### config.mk
export PLATFORM = sky130hd
export DESIGN_NAME = fetch_queue
export DESIGN_NICKNAME = d
export VERILOG_FILES = /design/src/rtl/fetch_queue.sv
export SDC_FILE = /design/constraint.sdc
export NUM_CORES = 1
export LEC_CHECK = 0
export ABC_AREA = 1
export CAP_MARGIN = 20
export CORE_ASPECT_RATIO = 1.4
export CORE_MARGIN = 2
export CORE_UTILIZATION = 55
export CTS_CLUSTER_DIAMETER = 60
export DETAILED_ROUTE_END_ITERATION = 12
export HOLD_SLACK_MARGIN = 0.06
export PLACE_DENSITY = 0.81
export SLEW_MARGIN = 20
export SYNTH_ARGS = -nofsm -noshare
export SYNTH_HDL_FRONTEND = slang
export SYNTH_SLANG_ARGS = --single-unit
### constraint.sdc
create_clock -name clk -period 5.2 [get_ports clk]
set_clock_uncertainty 0.2 [all_clocks]
set_input_delay 0.52 -clock clk [delete_from_list [all_inputs] [get_ports clk]]
set_output_delay 0.52 -clock clk [all_outputs]
set_load 0.01 [all_outputs]
### src/rtl/fetch_queue.sv
// -----------------------------------------------------------------------------
// fetch_queue
//
// Instruction prefetch FIFO sitting between instruction memory and the IF
// stage. A small FSM keeps at most one memory request in flight, pushing each
// returned word (tagged with its address) into a DEPTH-entry queue that IF
// drains through a valid/ready handshake. A redirect from ID flushes the
// queue, reloads the fetch address, and turns any in-flight request into one
// whose data will be discarded on return.
//
// Optional feature (macro FETCH_QUEUE_BYPASS_EN): when the queue is empty and
// a word returns, it is presented on the deq outputs in the same cycle; if IF
// takes it, it is not written into the queue.
//
// Parameters
//   DEPTH        queue entries (power of two, 2..16)
//   RESET_PC     first fetch address after reset
//
// Ports
//   clk          clock, rising edge
//   rst          asynchronous active-low reset
//   redirect     taken branch / jump / flush from ID
//   redirect_pc  new fetch address (low two bits ignored)
//   imem_req     instruction memory request, held until imem_ack
//   imem_addr    word-aligned fetch address, held until imem_ack
//   imem_ack     memory response valid; closes the request
//   imem_rdata   instruction word, valid with imem_ack
//   deq_valid    head entry available to IF
//   deq_ready    IF consumes the head entry
//   deq_inst     head instruction
//   deq_pc       head address
//   count        occupied entries
// -----------------------------------------------------------------------------
module fetch_queue #(
    parameter int unsigned DEPTH    = 4,
    parameter logic [31:0] RESET_PC = 32'h0000_0000
) (
    input  logic                   clk,
    input  logic                   rst,
    input  logic                   redirect,
    input  logic [31:0]            redirect_pc,
    output logic                   imem_req,
    output logic [31:0]            imem_addr,
    input  logic                   imem_ack,
    input  logic [31:0]            imem_rdata,
    output logic                   deq_valid,
    input  logic                   deq_ready,
    output logic [31:0]            deq_inst,
    output logic [31:0]            deq_pc,
    output logic [$clog2(DEPTH):0] count
);

    localparam int unsigned PTR_W = $clog2(DEPTH);
    localparam logic [PTR_W:0] FULL_COUNT = (PTR_W + 1)'(DEPTH);

    typedef enum logic [1:0] {
        IDLE,
        WAIT,
        DISCARD
    } state_t;

    state_t            state;
    state_t            state_nxt;
    logic [31:0]       fetch_pc;
    logic [31:0]       req_addr;
    logic [PTR_W-1:0]  wr_ptr;
    logic [PTR_W-1:0]  rd_ptr;
    logic [31:0]       inst_mem [DEPTH];
    logic [31:0]       pc_mem   [DEPTH];

    logic              issue;
    logic              accept;
    logic              bypass_take;
    logic              push;
    logic              pop;
    logic              unused_pc_bits;

    // Word alignment drops the byte-offset bits of the redirect target.
    assign unused_pc_bits = ^redirect_pc[1:0];

    // A request starts from IDLE whenever there is room for its data; pushes
    // only happen in WAIT, so nothing can arrive in the same cycle.
    assign issue  = (state == IDLE) && !redirect && (count < FULL_COUNT);

    // Returned word that belongs to the current fetch stream.
    assign accept = (state == WAIT) && imem_ack && !redirect;

`ifdef FETCH_QUEUE_BYPASS_EN
    assign bypass_take = accept && (count == '0) && deq_ready;
`else
    assign bypass_take = 1'b0;
`endif

    assign push = accept && !bypass_take;
    // An empty queue ignores deq_ready; a redirect overrides any pop.
    assign pop  = (count != '0) && deq_ready && !redirect;

    // -------------------------------------------------------------------------
    // FSM: state register
    // -------------------------------------------------------------------------
    // NOTE: sequential blocks use non-blocking assignments so every register
    // samples pre-edge values regardless of block evaluation order.
    always_ff @(posedge clk or negedge rst) begin
        if (!rst) begin
            state <= IDLE;
        end else begin
            state <= state_nxt;
        end
    end

    // -------------------------------------------------------------------------
    // FSM: next-state logic
    // -------------------------------------------------------------------------
    // NOTE: the default assignment at the top of each always_comb keeps every
    // path assigned, so no latch is inferred.
    always_comb begin
        state_nxt = state;
        case (state)
            IDLE: begin
                if (issue) begin
                    state_nxt = WAIT;
                end
            end
            WAIT: begin
                // An ack always closes the request; with a redirect the data
                // is simply dropped.
                if (imem_ack) begin
                    state_nxt = IDLE;
                end else if (redirect) begin
                    state_nxt = DISCARD;
                end
            end
            DISCARD: begin
                // The stale request still has to be closed by its ack, even
                // if another redirect lands in the same cycle.
                if (imem_ack) begin
                    state_nxt = IDLE;
                end
            end
            default: state_nxt = IDLE;
        endcase
    end

    // -------------------------------------------------------------------------
    // FSM: outputs
    // -------------------------------------------------------------------------
    always_comb begin
        imem_req  = (state != IDLE);
        imem_addr = req_addr;

        deq_valid = (count != '0);
        deq_inst  = (count != '0) ? inst_mem[rd_ptr] : '0;
        deq_pc    = (count != '0) ? pc_mem[rd_ptr]   : '0;
`ifdef FETCH_QUEUE_BYPASS_EN
        if (accept && (count == '0)) begin
            deq_valid = 1'b1;
            deq_inst  = imem_rdata;
            deq_pc    = fetch_pc;
        end
`endif
    end

    // -------------------------------------------------------------------------
    // Fetch address, request address, queue pointers and occupancy
    // -------------------------------------------------------------------------
    always_ff @(posedge clk or negedge rst) begin
        if (!rst) begin
            fetch_pc <= RESET_PC;
            req_addr <= RESET_PC;
            wr_ptr   <= '0;
            rd_ptr   <= '0;
            count    <= '0;
        end else begin
            // In DISCARD the redirect target replaces fetch_pc while the old
            // request keeps its own address in req_addr.
            if (redirect) begin
                fetch_pc <= {redirect_pc[31:2], 2'b00};
            end else if (accept) begin
                fetch_pc <= fetch_pc + 32'd4;
            end

            if (issue) begin
                req_addr <= fetch_pc;
            end

            if (redirect) begin
                wr_ptr <= '0;
                rd_ptr <= '0;
                count  <= '0;
            end else begin
                // Pointers are PTR_W bits wide, so DEPTH being a power of two
                // makes the increment wrap on its own.
                if (push) begin
                    wr_ptr <= wr_ptr + 1'b1;
                end
                if (pop) begin
                    rd_ptr <= rd_ptr + 1'b1;
                end
                case ({push, pop})
                    2'b10:   count <= count + 1'b1;
                    2'b01:   count <= count - 1'b1;
                    default: count <= count;
                endcase
            end
        end
    end

    // -------------------------------------------------------------------------
    // Queue storage
    // -------------------------------------------------------------------------
    // NOTE: the storage array has no reset; an entry is only visible once
    // count covers it, and the deq outputs are forced to zero while empty.
    always_ff @(posedge clk) begin
        if (push) begin
            inst_mem[wr_ptr] <= imem_rdata;
            pc_mem[wr_ptr]   <= fetch_pc;
        end
    end

endmodule

Word-level counts from Yosys, hierarchy flattened
Memories as Yosys holds them, arrays and structs flattened.
Index checks and enable logic that the tools add are counted.

storage, ports and cells
  input port bits = 69
  RAM bits = 256
  memories kept = 2
  logic and storage cells = 52
  register bits after elaboration = 73
  output and inout port bits = 101

memory list
  memory    depth  width  rd ports  clocked after Yosys merged registers in  write ports  line  RTL
  inst_mem  4      32     1         0                                        1            68    logic [31:0] inst_mem [DEPTH];
  pc_mem    4      32     1         0                                        1            69    logic [31:0] pc_mem [DEPTH];

cells by class
  $add $sub $neg = 5
  eq/ne operators = 7
  reductions and logical operators = 14
  mux-type cells = 17
  $lt $le $gt $ge = 1

operators with widths
  cell                                               number
  2-to-1 mux 32 bit                                  4
  adder 32 x 3 -> 32 bit, second input constant      1
  2-to-1 mux 2 bit                                   8
  logical AND 1 bit                                  6
  one-hot mux 2 bit (3 select lines)                 1
  one-hot mux 3 bit (2 select lines)                 1
  nonzero test 2 bit                                 3
  nonzero test 3 bit                                 2
  adder 2 x 1 -> 2 bit, second input constant        2
  == test 2 x 1 -> 1 bit, second input constant      2
  == test 2 bit, second input constant               2
  != test 2 bit, second input constant               2
  adder 3 x 1 -> 3 bit, second input constant        1
  less-than comparator 3 bit, second input constant  1
  2-to-1 mux 3 bit                                   1
  != test 3 bit, second input constant               1
  AND reduction 3 bit                                1
  subtractor 3 x 1 -> 3 bit, second input constant   1
  logical NOT 2 bit                                  1
  2-to-1 mux 1 bit                                   2
  logical NOT 1 bit                                  1

Depth between registers and ports, before layout
Gate-level depths: netlist of the first run.

  depth in word-level cells = 6
  gate-level depth with buffers = 10
  gate-level depth less buffers = 10

Worst setup path before layout of the first run
No wires, ideal clock.

  path kind = in2reg
  start = input redirect
  end = memory inst_mem[0][0], enable pin
  slack = 0.944 ns
  data required time = 4.518 ns
  arrival time = 3.574 ns
  stages = 4
  library setup time = 0.482 ns
  buffers on the path = 1
  cell sequence = buf_2 -> nor2_2 -> inv_1 -> nor2_1

between the ends
  longest elaborated chain between the ends = 4

RTL lines
  what                                    line  RTL
  start, declared                         40    input logic redirect,
  logical NOT 1 bit                       86    assign accept = (state == WAIT) && imem_ack && !redirect;
  logical AND 1 bit                       86
  2-to-1 mux 1 bit                        214   if (push) begin
  2-to-1 mux 1 bit (implied by the code)  215   inst_mem[wr_ptr] <= imem_rdata;
  end, declared                           68

No other way between the ends.

Final worst setup path of the first run
  start = register rd_ptr[0]
  end = output deq_pc[26]

between the ends
  longest elaborated chain between the ends = 2

RTL lines
  what                      line  RTL
  start, declared           67    logic [PTR_W-1:0] rd_ptr;
  start signal, assigned    197   rd_ptr <= rd_ptr + 1'b1;
  memory read (4 x 32 bit)  -
  2-to-1 mux 32 bit         153   deq_pc = (count != '0) ? pc_mem[rd_ptr] : '0;
  end, declared             49    output logic [31:0] deq_pc,

No other way between the ends.

==> impl_metrics.yaml, run 1 <==
routing:
  via_per_inst: 5.43
  drt_iter0_markers: 485
  drtPass1Iterations: 5
  drc: 0
  routedWlPerCell_um: 17.4
  route.met3.wl_um: 1640
  vias: 9382
  drt-total-wl_um: 30100
  routedLengthMet1_um: 11500
  highest_layer: "met4"
  wl_met2_um: 15800
  drtAntennaViolNets: 0
setup_path:
  cp-end-kind: "output pin"
  cp_data_required_time_ps: 4480
  critPathKind: "reg -> out"
  arrival_ps: 3420
  crit_fanout: 67
  start_kind: "flop"
clock_network:
  cts_buffers: 28
  post_cts_buffers: 0
  cts.reportedPaths.clkPinSlew_ps: 60
  clk_latency_ps: 530
  cts_sinks: 317
  post_cts_resized: 0
  cts_tree: "done"
  h-tree-depth: 1
  cts_buffer_depth: 3
  ctsRootBufferMaster: "clkbuf_16"
timing:
  period_share: 0.795
  drv_slew: 0
  setup_violations: 0
  hold_viol_final: 0
  worst_pin_slew_ps: 936
  hold_ws_ps: 295
  fmax_mhz: 242
  fin_crit_ps: 4140
  setup_tns_ps: 0
  rsz0062_at_grt: "no"
  slew-limit-headroom: 0.376
layout:
  antenna_cells: 0
  fillerInstances: 1736
  drive_gt1_frac: 0.0727
  nNetsFinal: 1470
  multi_input_area_um2: 3740
  seq_area_um2: 9180
  final_cells: 1727
  area_delta_synth_final_pct: 21.4
global_route:
  grt.total_usage: 0.236
  grt_pass1_vias: 9412
  grt_first_pass_wirelength_um: 46800
  grt_antenna_before_repair: 0
  grt_max_degree: 101
  grt_remaining_overflow: 0
yosys:
  synth_cells: 1249
  synth_edf_count: 248
  syn_area_um2: 13400
  syn_area_per_cell_um2: 10.7
  synth-seq-cells: 317
  ys.warnings.count: 0
  async_reset_ff_frac: 0.218
  synth_top_cell_area_share: 0.556
  yosys.cell_types.count: 36
  synth.largest_area_cell: "edfxtp_1"
  ys_top_cells_by_area: "edfxtp_1, dfrtp_1, nor2_1"
  synth_ff_type: "edfxtp_1"
  seq_area_frac_synth: 0.685
min_path:
  hold_class: "reg -> reg"
place:
  place.gp.congestion: 0.881
  dp.cells: 1674
  dp_hpwl_um: 18300
  portBuffers: 163
die:
  core_area_um2: 24000
  die_w_um: 136
  fp-row-count: 67
  boundaryPins: 170
  start_util: 0.559
  die_h_um: 189
  dieArea_um2: 25600
run:
  maxCapViolCount: 0
power_and_ir_drop:
  power_leakage_uw: 0.00598
  peakVddDrop_uv: 358
  p_per_area_nw_per_um2: 489
  finalPower_uw: 7960
status:
  status: "completed"
through the flow:
stage / area, µm² / setup WS (ps) / utilization
after detailed placement: 15300 / 1660 / 0.637
after global placement: 15300 / 1730 / 0.637
after floorplan: 13400 / 944 / -
after global routing: 16300 / 911 / 0.678
final: 16300 / 1060 / 0.678
after CTS: 16300 / 1100 / 0.678
state kept, by name, indices dropped and copies added (netlist names):
signal and flops:
inst_mem 128, pc_mem 120, fetch_pc 30, imem_addr 30, count 3, rd_ptr 2
state 2, wr_ptr 2
worst paths after layout:
check | from | to | slack, ps | depth (start not counted)
max | rd_ptr[0] | deq_pc[26] | 1060 | 7
min | imem_addr[5] | imem_addr[5] | 300 | 2
max reg2reg | state[1] | inst_mem[1][21] | 2650 | 6
min reg2reg | imem_addr[5] | imem_addr[5] | 300 | 2
max in group asynchronous | rst | rd_ptr[0] | 3610 | 3
min in group asynchronous | rst | fetch_pc[27] | 520 | 3
placed cells by master, fill, tap and decap left out, types with 3 or more instances in the layout:
master	netlist	routed
nand2_2	6	6
clkinv_2	1	7
clkbuf_16	0	29
o21ai_0	163	163
conb_1	1	4
nor2_1	299	295
clkbuf_1	29	3
bufinv_16	0	4
mux2_2	5	5
nor2_2	9	9
o211ai_1	5	5
buf_4	7	11
edfxtp_1	248	248
nand3_1	41	41
o21ai_1	3	3
inv_2	5	5
a21oi_1	67	67
inv_1	53	53
ha_1	5	5
xor2_1	9	9
nand2_1	173	173
dfrtp_1	69	67
clkdlybuf4s50_1	0	162
nor2_4	4	8
nand4_1	3	3
cell families after synthesis:
family                   count (synthesis)  share of synthesized area
XOR/XNOR                                11                    0.00719
other                                    1                   0.000280
flip-flops                             317                      0.685
multiplexers                             6                    0.00504
AO/OA/AOI/OAI                          245                     0.0936
buffers and inverters                  123                     0.0388
adder cells (fa/ha/maj)                  6                    0.00617
AND/OR/NAND/NOR                        540                      0.164
cell usage after synthesis, types with 2 or more instances:
library cell and instances:
nor2_1 299, edfxtp_1 248, nand2_1 173, o21ai_0 163
dfrtp_1 69, a21oi_1 67, inv_1 53, nand3_1 41
clkbuf_1 29, buf_2 23, nor2_2 9, xor2_1 9
buf_4 7, nand2_2 6, ha_1 5, inv_2 5
mux2_2 5, o211ai_1 5, buf_1 4, nor2_4 4
nand4_1 3, o21ai_1 3, a31oi_1 2, nand2_4 2
nand3_2 2, o21bai_1 2, xnor2_1 2
worst max-delay path, stage by stage, from the launching register on:
cell	delay, ps
dfrtp_4	420
buf_4	550
buf_4	670
nor2_1	100
nor2_1	100
o21ai_0	90
a21oi_1	290
clkdlybuf4s50_1	590
routing by layer:
metal,GRT usage,vias up
met4,0.103,0
met3,0.0312,53
met2,0.431,313
met1,0.273,4486
li1,-,4530
met5,0,-
what timing repair did:
item | CTS | global route
hold buffers | 1 | 0
endpoints found under the hold margin | 69 | 0
endpoints found under the setup margin | 0 | 0
layout make-up:
cell class                 count  area share
sequential                   317       0.564
clock inverter                18      0.0128
clock buffer                  34      0.0470
tap                          310      0.0238
inverter                      59      0.0138
timing repair buffer         177       0.108
multi-input combinational    812       0.230
where the power goes:
part | switching, µW | internal, µW
clock | 879 | 1250
sequential | 221 | 3030
combinational | 1430 | 1140
total | 2530 | 5430
No activity file was read; power rests on OpenSTA's default activity.
==> run 2, diff against run 1 <==
clock period = 4 ns   (was 5.2 ns; I/O delays follow)
==> run 2 against run 1 <==
Setup slack lost 580 ps. Via count down 0.20%. Highest routed layer unchanged. Register-to-register slack worse by 1100 ps. Total power rose by 31%. Largest power group unchanged. Combinational power rose by 32%. Sequential share of layout area is 0.45 points lower. Design area increased by 0.80%.
==> impl_metrics.yaml, run 2 (synthesized netlist as in run 1, its figures left out) <==
power_and_ir_drop:
  peakVddDrop_uv: 434
  finalPower_uw: 10400
  p_per_area_nw_per_um2: 637
  power_leakage_uw: 0.00602
setup_path:
  reg2reg_from: "state[1]"
  start_kind: "flop"
  crit_fanout: 59
  critPathKind: "reg -> out"
  cp-end-kind: "output pin"
  critPathSlowestCell: "clkdlybuf4s50_1"
  rrSetupSlack_ps: 1530
  cp_data_required_time_ps: 3400
  worstPathCellList: "clkinv_2 > buf_4 > o21ai_0 > a21oi_1 > clkdlybuf4s50_1"
  r2r-end: "inst_mem[0][12]"
  crit_family: "buffers and inverters"
  critPathMaxStageDelay_ps: 630
  crit_buf_inv: 3
  worstRegToRegCells: 6
  arrival_ps: 2920
global_route:
  grt_busiest_layer: "met2"
  grt_pass1_vias: 9434
  use_met3: 0.0336
  grt_antenna_before_repair: 0
  grt_max_degree: 126
  grt.met1_usage: 0.288
  grtUsageMet2: 0.433
  grt.total_usage: 0.241
  grt_remaining_overflow: 0
  grt_first_pass_wirelength_um: 47600
layout:
  drive_gt1_frac: 0.0744
  final_cell_mix: "nor2_1, edfxtp_1, nand2_1"
  seq_area_um2: 9180
  layout_commonest_cell: "nor2_1"
  reg_top3: "inst_mem x128, pc_mem x120"
  regMostFlops: "inst_mem"
  antenna_cells: 0
  multi_input_area_um2: 3740
  nNetsFinal: 1477
  fillerInstances: 1781
  final_cells: 1734
  area_delta_synth_final_pct: 22.4
  largest_reg_flops: 128
die:
  fp-row-count: 67
  core_area_um2: 24000
  die_h_um: 189
  boundaryPins: 170
  dieArea_um2: 25600
  start_util: 0.559
  die_w_um: 136
routing:
  drtPass1Iterations: 5
  drtAntennaViolNets: 0
  drt_iter0_markers: 542
  routedWlPerCell_um: 17.5
  via_per_inst: 5.40
  drc: 0
  vias: 9363
  drt-total-wl_um: 30400
place:
  place.gp.congestion: 0.881
  preCtsSetupSlack_ps: 1080
  dp.cells: 1680
  dp_hpwl_um: 18800
  portBuffers: 163
status:
  status: "completed"
clock_network:
  h-tree-depth: 1
  cts_buffers: 29
  cts_tree: "done"
  cts_buffer_depth: 3
  cts_sinks: 317
  ctsRootBufferMaster: "clkbuf_16"
  clk_latency_ps: 540
  cts.reportedPaths.clkPinSlew_ps: 60
  post_cts_buffers: 0
  post_cts_resized: 0
min_path:
  hold_class: "in -> async"
timing:
  drv_slew: 0
  slew-limit-headroom: 0.517
  period_share: 0.879
  fin_crit_ps: 3520
  worst_pin_slew_ps: 723
  fmax_mhz: 284
  setup_slack_ps: 483
  setup_violations: 0
  hold_viol_final: 0
  rsz0062_at_grt: "no"
run:
  maxCapViolCount: 0
run 2: cell types whose count changed in the layout (fill, tap and decap cells not counted):
| cell | before | now |
|---|---|---|
| clkinv_1 | 1 | 5 |
| inv_4 | 1 | 0 |
| clkinvlp_4 | 2 | 5 |
| clkinv_2 | 7 | 4 |
| buf_12 | 2 | 8 |
| bufinv_16 | 4 | 5 |
| inv_6 | 2 | 1 |
| clkbuf_8 | 2 | 0 |
run 2: cell type report:
class	count	area share
sequential	317	0.560
multi-input combinational	812	0.228
timing repair buffer	183	0.115
clock buffer	32	0.0449
tap	310	0.0237
clock inverter	21	0.0151
inverter	59	0.0136
run 2: worst max-delay path by stage:
stage                   start              to  slack [ps]  cells after the start
global route        rd_ptr[0]      deq_pc[14]         300                      5
CTS                 rd_ptr[0]      deq_pc[14]         480                      5
finish              rd_ptr[0]      deq_pc[14]         480                      5
detailed placement  rd_ptr[0]      deq_pc[24]        1080                      5
global placement    rd_ptr[0]      deq_pc[13]        1110                      5
floorplan            state[1]  inst_mem[0][0]        -150                      5
run 2: where the power goes:
| group | internal [µW] | total (µW) | switching [µW] |
|---|---|---|---|
| clock network | 1660 | 2830 | 1170 |
| registers | 3940 | 4230 | 284 |
| logic | 1520 | 3390 | 1870 |
run 2: metal layers:
| metal | part of all wire | vias to the layer above | wire [µm] |
|---|---|---|---|
| met2 | 0.52 | 291 | 15900 |
| met5 | 0 | - | 0 |
| li1 | - | 4540 | - |
| met1 | 0.39 | 4479 | 12000 |
| met4 | 0.030 | 0 | 907 |
| met3 | 0.053 | 53 | 1600 |
run 2: worst reg2reg max path, stage by stage (launching register included):
cell and delay, ps:
dfrtp_1 380, inv_1 120, nand3_2 150, nor2_2 140, inv_1 210, nor2_4 530
buf_12 380
run 2: timing repair:
action	CTS	global route
endpoints found under the hold margin	15	0
endpoints found under the setup margin	0	0
hold buffers	1	0
run 2: stage by stage:
| stage | setup TNS [ps] | area [µm²] | utilization | hold WS, ps |
|---|---|---|---|---|
| global placement | 0 | 15400 | 0.642 | 136 |
| floorplan | -36800 | 13400 | - | -95.6 |
| detailed placement | 0 | 15400 | 0.642 | 143 |
| finish | 0 | 16400 | 0.684 | 111 |
| global route | 0 | 16400 | 0.684 | 140 |
| CTS | 0 | 16400 | 0.684 | 99.3 |
